==> src/rtl/gpio_bank.sv <==
// gpio_bank: memory-mapped GPIO with direction, atomic set/clr/tgl, synchronised inputs and rising-edge irq.
module gpio_bank #(
  parameter int          WIDTH       = 32,
  parameter logic [31:0] BASE_ADDR   = 32'd32,
  parameter logic [4:0]  STR_UOP     = 5'd9,
  parameter logic [4:0]  LDR_UOP     = 5'd8,
  parameter int          SYNC_STAGES = 2
) (
  input  logic             clk,
  input  logic             rst_n,
  input  logic [4:0]       uop,
  input  logic [31:0]      addr,
  input  logic [31:0]      wdata,
  input  logic [WIDTH-1:0] gpio_in,
  output logic [WIDTH-1:0] gpio_out,
  output logic [WIDTH-1:0] gpio_oe,
  output logic [31:0]      rdata,
  output logic             hit,
  output logic             irq
);
  logic [WIDTH-1:0] out_q, out_d, dir_q, dir_d, ien_q, ien_d, stat_q, stat_d;
  logic [SYNC_STAGES-1:0][WIDTH-1:0] sync_q, sync_d;
  logic [WIDTH-1:0] in_w, rise, wd, rsel;
  logic [31:0] off;
  logic [2:0] idx;
  logic dec, st;
  always_comb begin
    off = addr - BASE_ADDR;
    dec = addr >= BASE_ADDR && off < 32'd32 && addr[1:0] == 2'b00;
    idx = off[4:2];
    st = dec && uop == STR_UOP;
    hit = dec && (uop == STR_UOP || uop == LDR_UOP);
    wd = wdata[WIDTH-1:0];
    in_w = sync_q[SYNC_STAGES-1];
    // the last stage doubles as edge history, so a flag sets on the edge IN changes
    rise = sync_q[SYNC_STAGES-2] & ~in_w;
    sync_d = {sync_q[SYNC_STAGES-2:0], gpio_in};
    out_d = !st ? out_q :
            idx == 3'd0 ? wd :
            idx == 3'd2 ? out_q | wd :
            idx == 3'd3 ? out_q & ~wd :
            idx == 3'd4 ? out_q ^ wd : out_q;
    dir_d = st && idx == 3'd1 ? wd : dir_q;
    ien_d = st && idx == 3'd6 ? wd : ien_q;
    stat_d = (stat_q & ~(st && idx == 3'd7 ? wd : '0)) | rise;
    rsel = idx == 3'd0 ? out_q :
           idx == 3'd1 ? dir_q :
           idx == 3'd5 ? in_w :
           idx == 3'd6 ? ien_q :
           idx == 3'd7 ? stat_q : '0;
    rdata = dec && uop == LDR_UOP ? 32'(rsel) : '0;
    gpio_out = out_q;
    gpio_oe = dir_q;
    irq = |(stat_q & ien_q);
  end
  always_ff @(negedge clk or negedge rst_n)
    if (!rst_n) begin
      out_q <= '0;
      dir_q <= '0;
      ien_q <= '0;
      stat_q <= '0;
      sync_q <= '0;
    end else begin
      out_q <= out_d;
      dir_q <= dir_d;
      ien_q <= ien_d;
      stat_q <= stat_d;
      sync_q <= sync_d;
    end
endmodule

==> config.mk <==
export PLATFORM = sky130hd
export DESIGN_NAME = gpio_bank
export DESIGN_NICKNAME = d
export VERILOG_FILES = /design/src/rtl/gpio_bank.sv
export SDC_FILE = /design/constraint.sdc
export NUM_CORES = 1
export LEC_CHECK = 0
export BUFFER_PORTS_ARGS = -buffer_cell sky130_fd_sc_hd__buf_4
export CORE_ASPECT_RATIO = 0.75
export CORE_MARGIN = 2
export CORE_UTILIZATION = 45
export CTS_CLUSTER_SIZE = 30
export DETAILED_ROUTE_END_ITERATION = 8
export PLACE_DENSITY = 0.73
export REMOVE_ABC_BUFFERS = 1
export SLEW_MARGIN = 20
export SYNTH_ARGS = -nofsm -noshare
export SYNTH_HDL_FRONTEND = slang
export SYNTH_SLANG_ARGS = --single-unit
==> constraint.sdc <==
create_clock -name clk -period 3.4 [get_ports clk]
set_input_delay 0.68 -clock clk [delete_from_list [all_inputs] [get_ports clk]]
set_output_delay 0.68 -clock clk [all_outputs]
set_load 0.02 [all_outputs]
==> run_results.csv, run 1 <==
group,metric,value,unit
logic_synthesis,synth_area_leader_cell,"dfrtn_1",
grt,grt_pass1_wl,57.69,mm
logic_synthesis,syn_inst,955,
logic_synthesis,synth_edf_count,0,
detailed_routing,first_iter_violations,923,
sta,timing.hold.ws,323.4,ps
sta,worstMarginPinSlew,1065,ps
detailed_routing,first_pass_iters,7,
clock_network,clkTransAtPathRegs,50,ps
logic_synthesis,syn-cell-area,10590,µm²
sta,fin_skew,6.919,ps
hold_path,hold_class,"reg2reg",
grt,antenna_found_initial,2,
grt,grt_pass1_vias,10390,
finish,antennaDiodeCount,0,
critical_path,endpoint_kind,"register",
critical_path,slowest_delay,530,ps
critical_path,crit_top_cell,"or4_4",
grt,gr-total-overflow,0,
finish,fillerInstances,1400,
sta,slew_viol_final,0,
logic_synthesis,ys.flop_type,"dfrtn_1",
detailed_routing,drt_wl_total,40.79,mm
die,fp.dieW,181.1,µm
die,boundaryPins,201,
die,std_cell_rows,48,
die,die_area,24790,µm²
finish,layoutNonFillerInstCount,1754,
die,coreArea,23060,µm²
grt,grt_max_degree,41,
detailed_routing,wl_per_cell,23.25,µm
finish,drive_gt1_frac,0.5275,
sta,hold_viol,0,
logic_synthesis,async_reset_ff_frac,1.000,
logic_synthesis,yosysTopAreaCellShare,0.4537,
placement,dpl_worst_slack,-1868,ps
sta,rsz0062_at_grt,"true",
power,leakage,8.645,nW
outcome,violations,"negative setup slack",
logic_synthesis,ys_ff_latch,192,
critical_path,crit_type,"in2reg",
logic_synthesis,yosysSeqAreaShare,0.4537,
logic_synthesis,yosys-top-cells-area,"dfrtn_1 (45%), ha_1 (7.7%), mux2_2 (7.2%)",
critical_path,critPathMaxFanout,4,
placement,portBuffers,200,
die,die_h,136.9,µm
run,maxCapViolCount,0,
outcome,outcome,"complete, but fails checks",
finish,final_util,0.7476,
logic_synthesis,synth_warnings,0,
sta,tns,-198580,ps
critical_path,cp.required,1950,ps
placement,dp_hpwl,23.81,mm
critical_path,worstPathArrival,3340,ps
clock_network,cts_buffers,17,
clock_network,htreeDepth,4,
power,power_density,302.9,nW/µm²
clock_network,clk_latency,420,ps
clock_network,clockRootBuffer,"clkbuf_16",
logic_synthesis,synth_cell_types,49,
clock_network,tritoncts,"built",
sta,finalSetupViolations,226,
detailed_routing,via_per_inst,5.864,
placement,gp_congestion,0.8969,
sta,setup_slack,-1388,ps
critical_path,crit_path_top_delay_cell,"or4_4",
logic_synthesis,synth_area_per_cell,11.09,µm²
critical_path,startpoint_type,"input pin",
grt,grt_usage,0.3071,
detailed_routing,vias,10290,
clock_network,clkSinkCount,192,
die,start_util,0.4592,
placement,placed_cells,1656,
clock_network,cts_hold_buf,0,
finish,multiInputGateArea,6005,µm²
detailed_routing,drtAntennaViolNets,0,
power,ir_worst_vdd,0.3939,mV
detailed_routing,drc,0,
critical_path,path_buf_inv,5,
finish,seq_area,4805,µm²
clock_network,clk_path_buf_depth,2,
finish,finalNetCount,1609,
sta,slew_headroom,0.2884,
critical_path,crit_family,"simple AND/OR/NAND/NOR gates",
critical_path,worstPathCellList,"buf_6 > or4_4 > or4_4 > or4_4 > o32ai_4 > buf_4 > buf_6 > nand3_4 > buf_12 > buf_16 > o31ai_4 > o21ai_1",
finish,syn2layout_area_growth,62.80,%
## worst register-to-register path, delay by kind of cell, from the launching register on
family                     cells  cell delay, ps
AOI/OAI and AO/OA              2             260
and+or+nand+nor                1             110
muxes                          2             360
DFF                            1             440
adders and majority gates      1             270
buffers and inverters          3             290
## cells in the mapped netlist (all sizes together) (20+ instances only)
master,n
a222oi,23
a22oi,21
inv,99
clkbuf,40
ha,65
a22o,34
buf,20
a211oi,34
o31ai,34
o21ai,45
mux2,128
mux2i,34
nor2,75
a21oi,32
dfrtn,192
## cells in the final DEF (no fill, tap or decap), types with 7 or more instances in the layout
| cell | netlist | final |
|---|---|---|
| a222oi_1 | 23 | 23 |
| ha_1 | 65 | 64 |
| buf_6 | 6 | 155 |
| nor2_1 | 75 | 60 |
| mux2i_1 | 34 | 34 |
| a22oi_1 | 21 | 12 |
| dfrtn_1 | 192 | 192 |
| mux2_2 | 68 | 42 |
| inv_1 | 99 | 99 |
| buf_16 | 0 | 7 |
| a22oi_2 | 0 | 9 |
| o31ai_4 | 0 | 29 |
| o21ai_1 | 27 | 32 |
| a21oi_1 | 32 | 32 |
| nor2_2 | 0 | 9 |
| clkbuf_16 | 0 | 20 |
| a211oi_1 | 34 | 34 |
| a22o_1 | 34 | 34 |
| buf_4 | 1 | 333 |
| o21ai_0 | 18 | 11 |
| mux2_4 | 30 | 84 |
| nand2_1 | 14 | 14 |
| buf_12 | 0 | 27 |
## metal layers
layer  vias up  share of wire  routed length [µm]  global-route usage
li1       4456              -                   -                   -
met1      5076           0.40               16230              0.4009
met2       605           0.47               19040              0.4926
met3       144          0.095                3883             0.07637
met4         4          0.039                1611              0.1278
met5         -        0.00066                  27                   0
## state kept, by name, summed over array words and instances, names as in the netlist
register	flops
gpio_oe	32
gpio_out	32
ien_q	32
in_w	32
stat_q	32
sync_d	32
## worst paths after layout
path	startpoint	to	slack, ps	cells past startpoint
setup reg to reg	gpio_out[4]$_DFFE_NN0P_	gpio_out[4]$_DFFE_NN0P_	1520	9
setup / recovery	addr[20]	stat_q[6]$_DFF_NN0_	-1390	12
max in group asynchronous	rst_n	gpio_out[27]$_DFFE_NN0P_	1040	2
min in group asynchronous	rst_n	sync_d[38]$_DFF_NN0_	1780	1
hold / removal	sync_d[62]$_DFF_NN0_	in_w[30]$_DFF_NN0_	320	0
hold reg to reg	sync_d[62]$_DFF_NN0_	in_w[30]$_DFF_NN0_	320	0
## report_power, final
group	switching [W]	leakage, nW	internal (W)
sequential	0.0000272	2.20	0.00234
clock	0.00101	0.295	0.00112
combinational	0.000379	6.15	0.000354
total	0.00141	8.65	0.00381
## logic make-up after synthesis
logic type,synth area share
AND/OR/NAND/NOR,0.06841
flip-flops,0.4537
XOR/XNOR,0.002482
adder cells (fa/ha/maj),0.07680
buffers and inverters,0.06167
multiplexers,0.1789
AO/OA/AOI/OAI,0.1581
## stage by stage
step / instance area, µm² / total power, W
5_1_grt: 17240 / 0.005378
6_report: 17240 / 0.005222
4_1_cts: 16550 / 0.005178
2_1_floorplan: 10310 / 0.002636
3_5_place_dp: 14450 / 0.003052
3_3_place_gp: 14450 / 0.003034
## layout make-up
class,instances,area share
multi-input combinational,604,0.3483
sequential,192,0.2787
tap,300,0.02177
inverter,99,0.02155
clock inverter,14,0.01002
clock buffer,18,0.02489
timing repair buffer,527,0.2948
## timing repair
action / in CTS / in global routing
buffers inserted: 46 / 48
gates resized for setup: 242 / 122
gates cloned: 9 / 4
pin swaps: 50 / 26
endpoints found under the setup margin: 226 / 226
Power figures use the tool's default switching activity.
==> inputs of run 2 (changes only) <==
--- a/config.mk
+++ b/config.mk
@@ -9,9 +9,10 @@
 export CORE_ASPECT_RATIO = 0.75
 export CORE_MARGIN = 2
 export CORE_UTILIZATION = 45
+export CTS_BUF_LIST = sky130_fd_sc_hd__clkbuf_4
 export CTS_CLUSTER_SIZE = 30
 export DETAILED_ROUTE_END_ITERATION = 8
-export PLACE_DENSITY = 0.73
+export PLACE_DENSITY_LB_ADDON = 0.05
 export REMOVE_ABC_BUFFERS = 1
 export SLEW_MARGIN = 20
 export SYNTH_ARGS = -nofsm -noshare
==> run 2 against run 1 <==
Net effect:
- the run still ends with negative setup slack left
- wire length is 14% lower
- final area fell by 3.2%
- die area unchanged
- critical endpoint is now gpio_oe[17]$_DFFE_NN0P_
- global-route usage is 2.1 points lower
- count of clock-buffer cells in the layout is 2 higher
- utilization shrank 2.4 points
- cell count did not move
==> run_results.csv, run 2 (synthesized netlist as in run 1, its figures left out) <==
group,metric,value,unit
finish,layoutNonFillerInstCount,1754,
finish,final_cell_mix,"buf_4 (341), dfrtn_1 (192), buf_6 (144), inv_1 (99), mux2_4 (94)",
power,leakage,8.504,nW
grt,grt_max_degree,41,
run,maxCapViolCount,0,
grt,grt_pass1_vias,9514,
detailed_routing,drtAntennaViolNets,0,
clock_network,cts_hold_buf,0,
sta,worstMarginPinSlew,477.1,ps
clock_network,clk_path_buf_depth,2,
critical_path,critPathMaxFanout,7,
clock_network,clkSinkCount,192,
clock_network,clk_latency,510,ps
detailed_routing,wl_per_cell,20.10,µm
detailed_routing,drt_wl_total,35.26,mm
critical_path,endpoint_kind,"register",
sta,setup_slack,-1272,ps
sta,slew_headroom,0.6800,
sta,timing.hold.ws,325.8,ps
die,std_cell_rows,48,
die,die_area,24790,µm²
detailed_routing,first_pass_iters,6,
sta,fin_skew,13.20,ps
placement,portBuffers,200,
clock_network,htreeDepth,4,
clock_network,clkTransAtPathRegs,110,ps
critical_path,path_buf_inv,3,
die,fp.dieW,181.1,µm
sta,hold_viol,0,
clock_network,clockRootBuffer,"clkbuf_4",
die,die_h,136.9,µm
sta,slew_viol_final,0,
grt,gr-total-overflow,0,
critical_path,crit_path_top_delay_cell,"or4_4",
power,finalPower,0.004429,W
clock_network,tritoncts,"built",
hold_path,min_from,"sync_d[40]$_DFF_NN0_",
placement,dpl_worst_slack,-1838,ps
critical_path,crit_top_cell,"or4_4",
detailed_routing,first_iter_violations,698,
placement,gp_congestion,0.8582,
die,start_util,0.4592,
finish,syn2layout_area_growth,57.64,%
die,coreArea,23060,µm²
critical_path,startpoint_type,"input pin",
placement,placed_cells,1667,
grt,grt_pass1_wl,54.06,mm
critical_path,cp.required,2060,ps
finish,drive_gt1_frac,0.5148,
critical_path,slowest_delay,530,ps
sta,finalSetupViolations,226,
hold_path,hold_class,"reg2reg",
clock_network,cts_buffers,17,
power,power_density,265.3,nW/µm²
finish,final_common_cell,"buf_4",
critical_path,crit_type,"in2reg",
outcome,violations,"negative setup slack",
critical_path,crit_family,"simple AND/OR/NAND/NOR gates",
finish,final_cell_area,16690,µm²
placement,dpl-instance-area,14530,µm²
grt,grt_usage,0.2860,
placement,dp_hpwl,23.13,mm
die,boundaryPins,201,
finish,finalNetCount,1608,
detailed_routing,vias,9457,
grt,antenna_found_initial,1,
detailed_routing,drc,0,
detailed_routing,via_per_inst,5.392,
critical_path,critPathLaunch,"addr[20]",
finish,fillerInstances,1725,
critical_path,worstPathArrival,3340,ps
outcome,outcome,"complete, but fails checks",
sta,rsz0062_at_grt,"true",
power,ir_worst_vdd,0.2565,mV
critical_path,rr_startpoint,"gpio_out[14]$_DFFE_NN0P_",
critical_path,worstPathCellList,"buf_6 > or4_4 > or4_4 > or4_4 > o32ai_4 > and2_4 > and3_4 > buf_12 > buf_12 > mux2_4",
run 2: cell types whose count changed in the layout (fill, tap and decap cells not counted), moves of 4 or more:
cell / delta
clkbuf_4: +20
o31ai_4: -18
clkbuf_16: -17
o31ai_2: +17
buf_6: -11
mux2_4: +10
nor2_1: +10
buf_4: +8
mux2_2: -8
nor2_2: -6
inv_8: -4
nor2_4: -4
run 2: final cells by class:
type                    count  area, µm²  share of cell area
clock inverters            12      158.9            0.009518
well taps                 300      375.4             0.02248
clock buffers              20      150.1            0.008993
inverters                  99      371.6             0.02226
flip-flops and latches    192       4805              0.2878
repair buffers            526       5061              0.3032
multi-input cells         604       5771              0.3456
diodes                      1      2.502           0.0001499
run 2: metal layers:
metal | GRT usage | up-vias | part of all wire
met4 | 0.07859 | 0 | 0.015
li1 | - | 4431 | -
met3 | 0.05402 | 34 | 0.060
met5 | 0 | - | 0
met2 | 0.4440 | 329 | 0.45
met1 | 0.4116 | 4663 | 0.47
run 2: power breakdown:
part,switching [W],total [W],internal (W)
Clock,0.000834,0.00138,0.000543
Sequential,0.0000249,0.00236,0.00234
Combinational,0.000341,0.000689,0.000348
run 2: per-stage QoR:
| step | setup TNS [ps] | util |
|---|---|---|
| final | -193100 | 0.7239 |
| after detailed placement | -252990 | 0.6302 |
| after floorplan | -398090 | - |
| after global placement | -247290 | 0.6302 |
| after CTS | -191760 | 0.7058 |
| after global routing | -206660 | 0.7239 |
run 2: path summary, 6_finish.rpt:
kind	to	slack [ps]	depth (start not counted)
hold reg to reg	in_w[8]$_DFF_NN0_	330	0
setup reg to reg	gpio_out[14]$_DFFE_NN0P_	1590	10
setup / recovery	gpio_oe[17]$_DFFE_NN0P_	-1270	10
min in group asynchronous	gpio_out[1]$_DFFE_NN0P_	1660	1
hold / removal	in_w[8]$_DFF_NN0_	330	0
max in group asynchronous	gpio_out[15]$_DFFE_NN0P_	1130	2
run 2: what timing repair did:
action,4_1_cts,5_1_grt
resized for setup,239,70
setup buffers,42,41
pin swaps,36,21
cloned,9,3
hold endpoints to repair,0,0
setup endpoints to repair,226,226
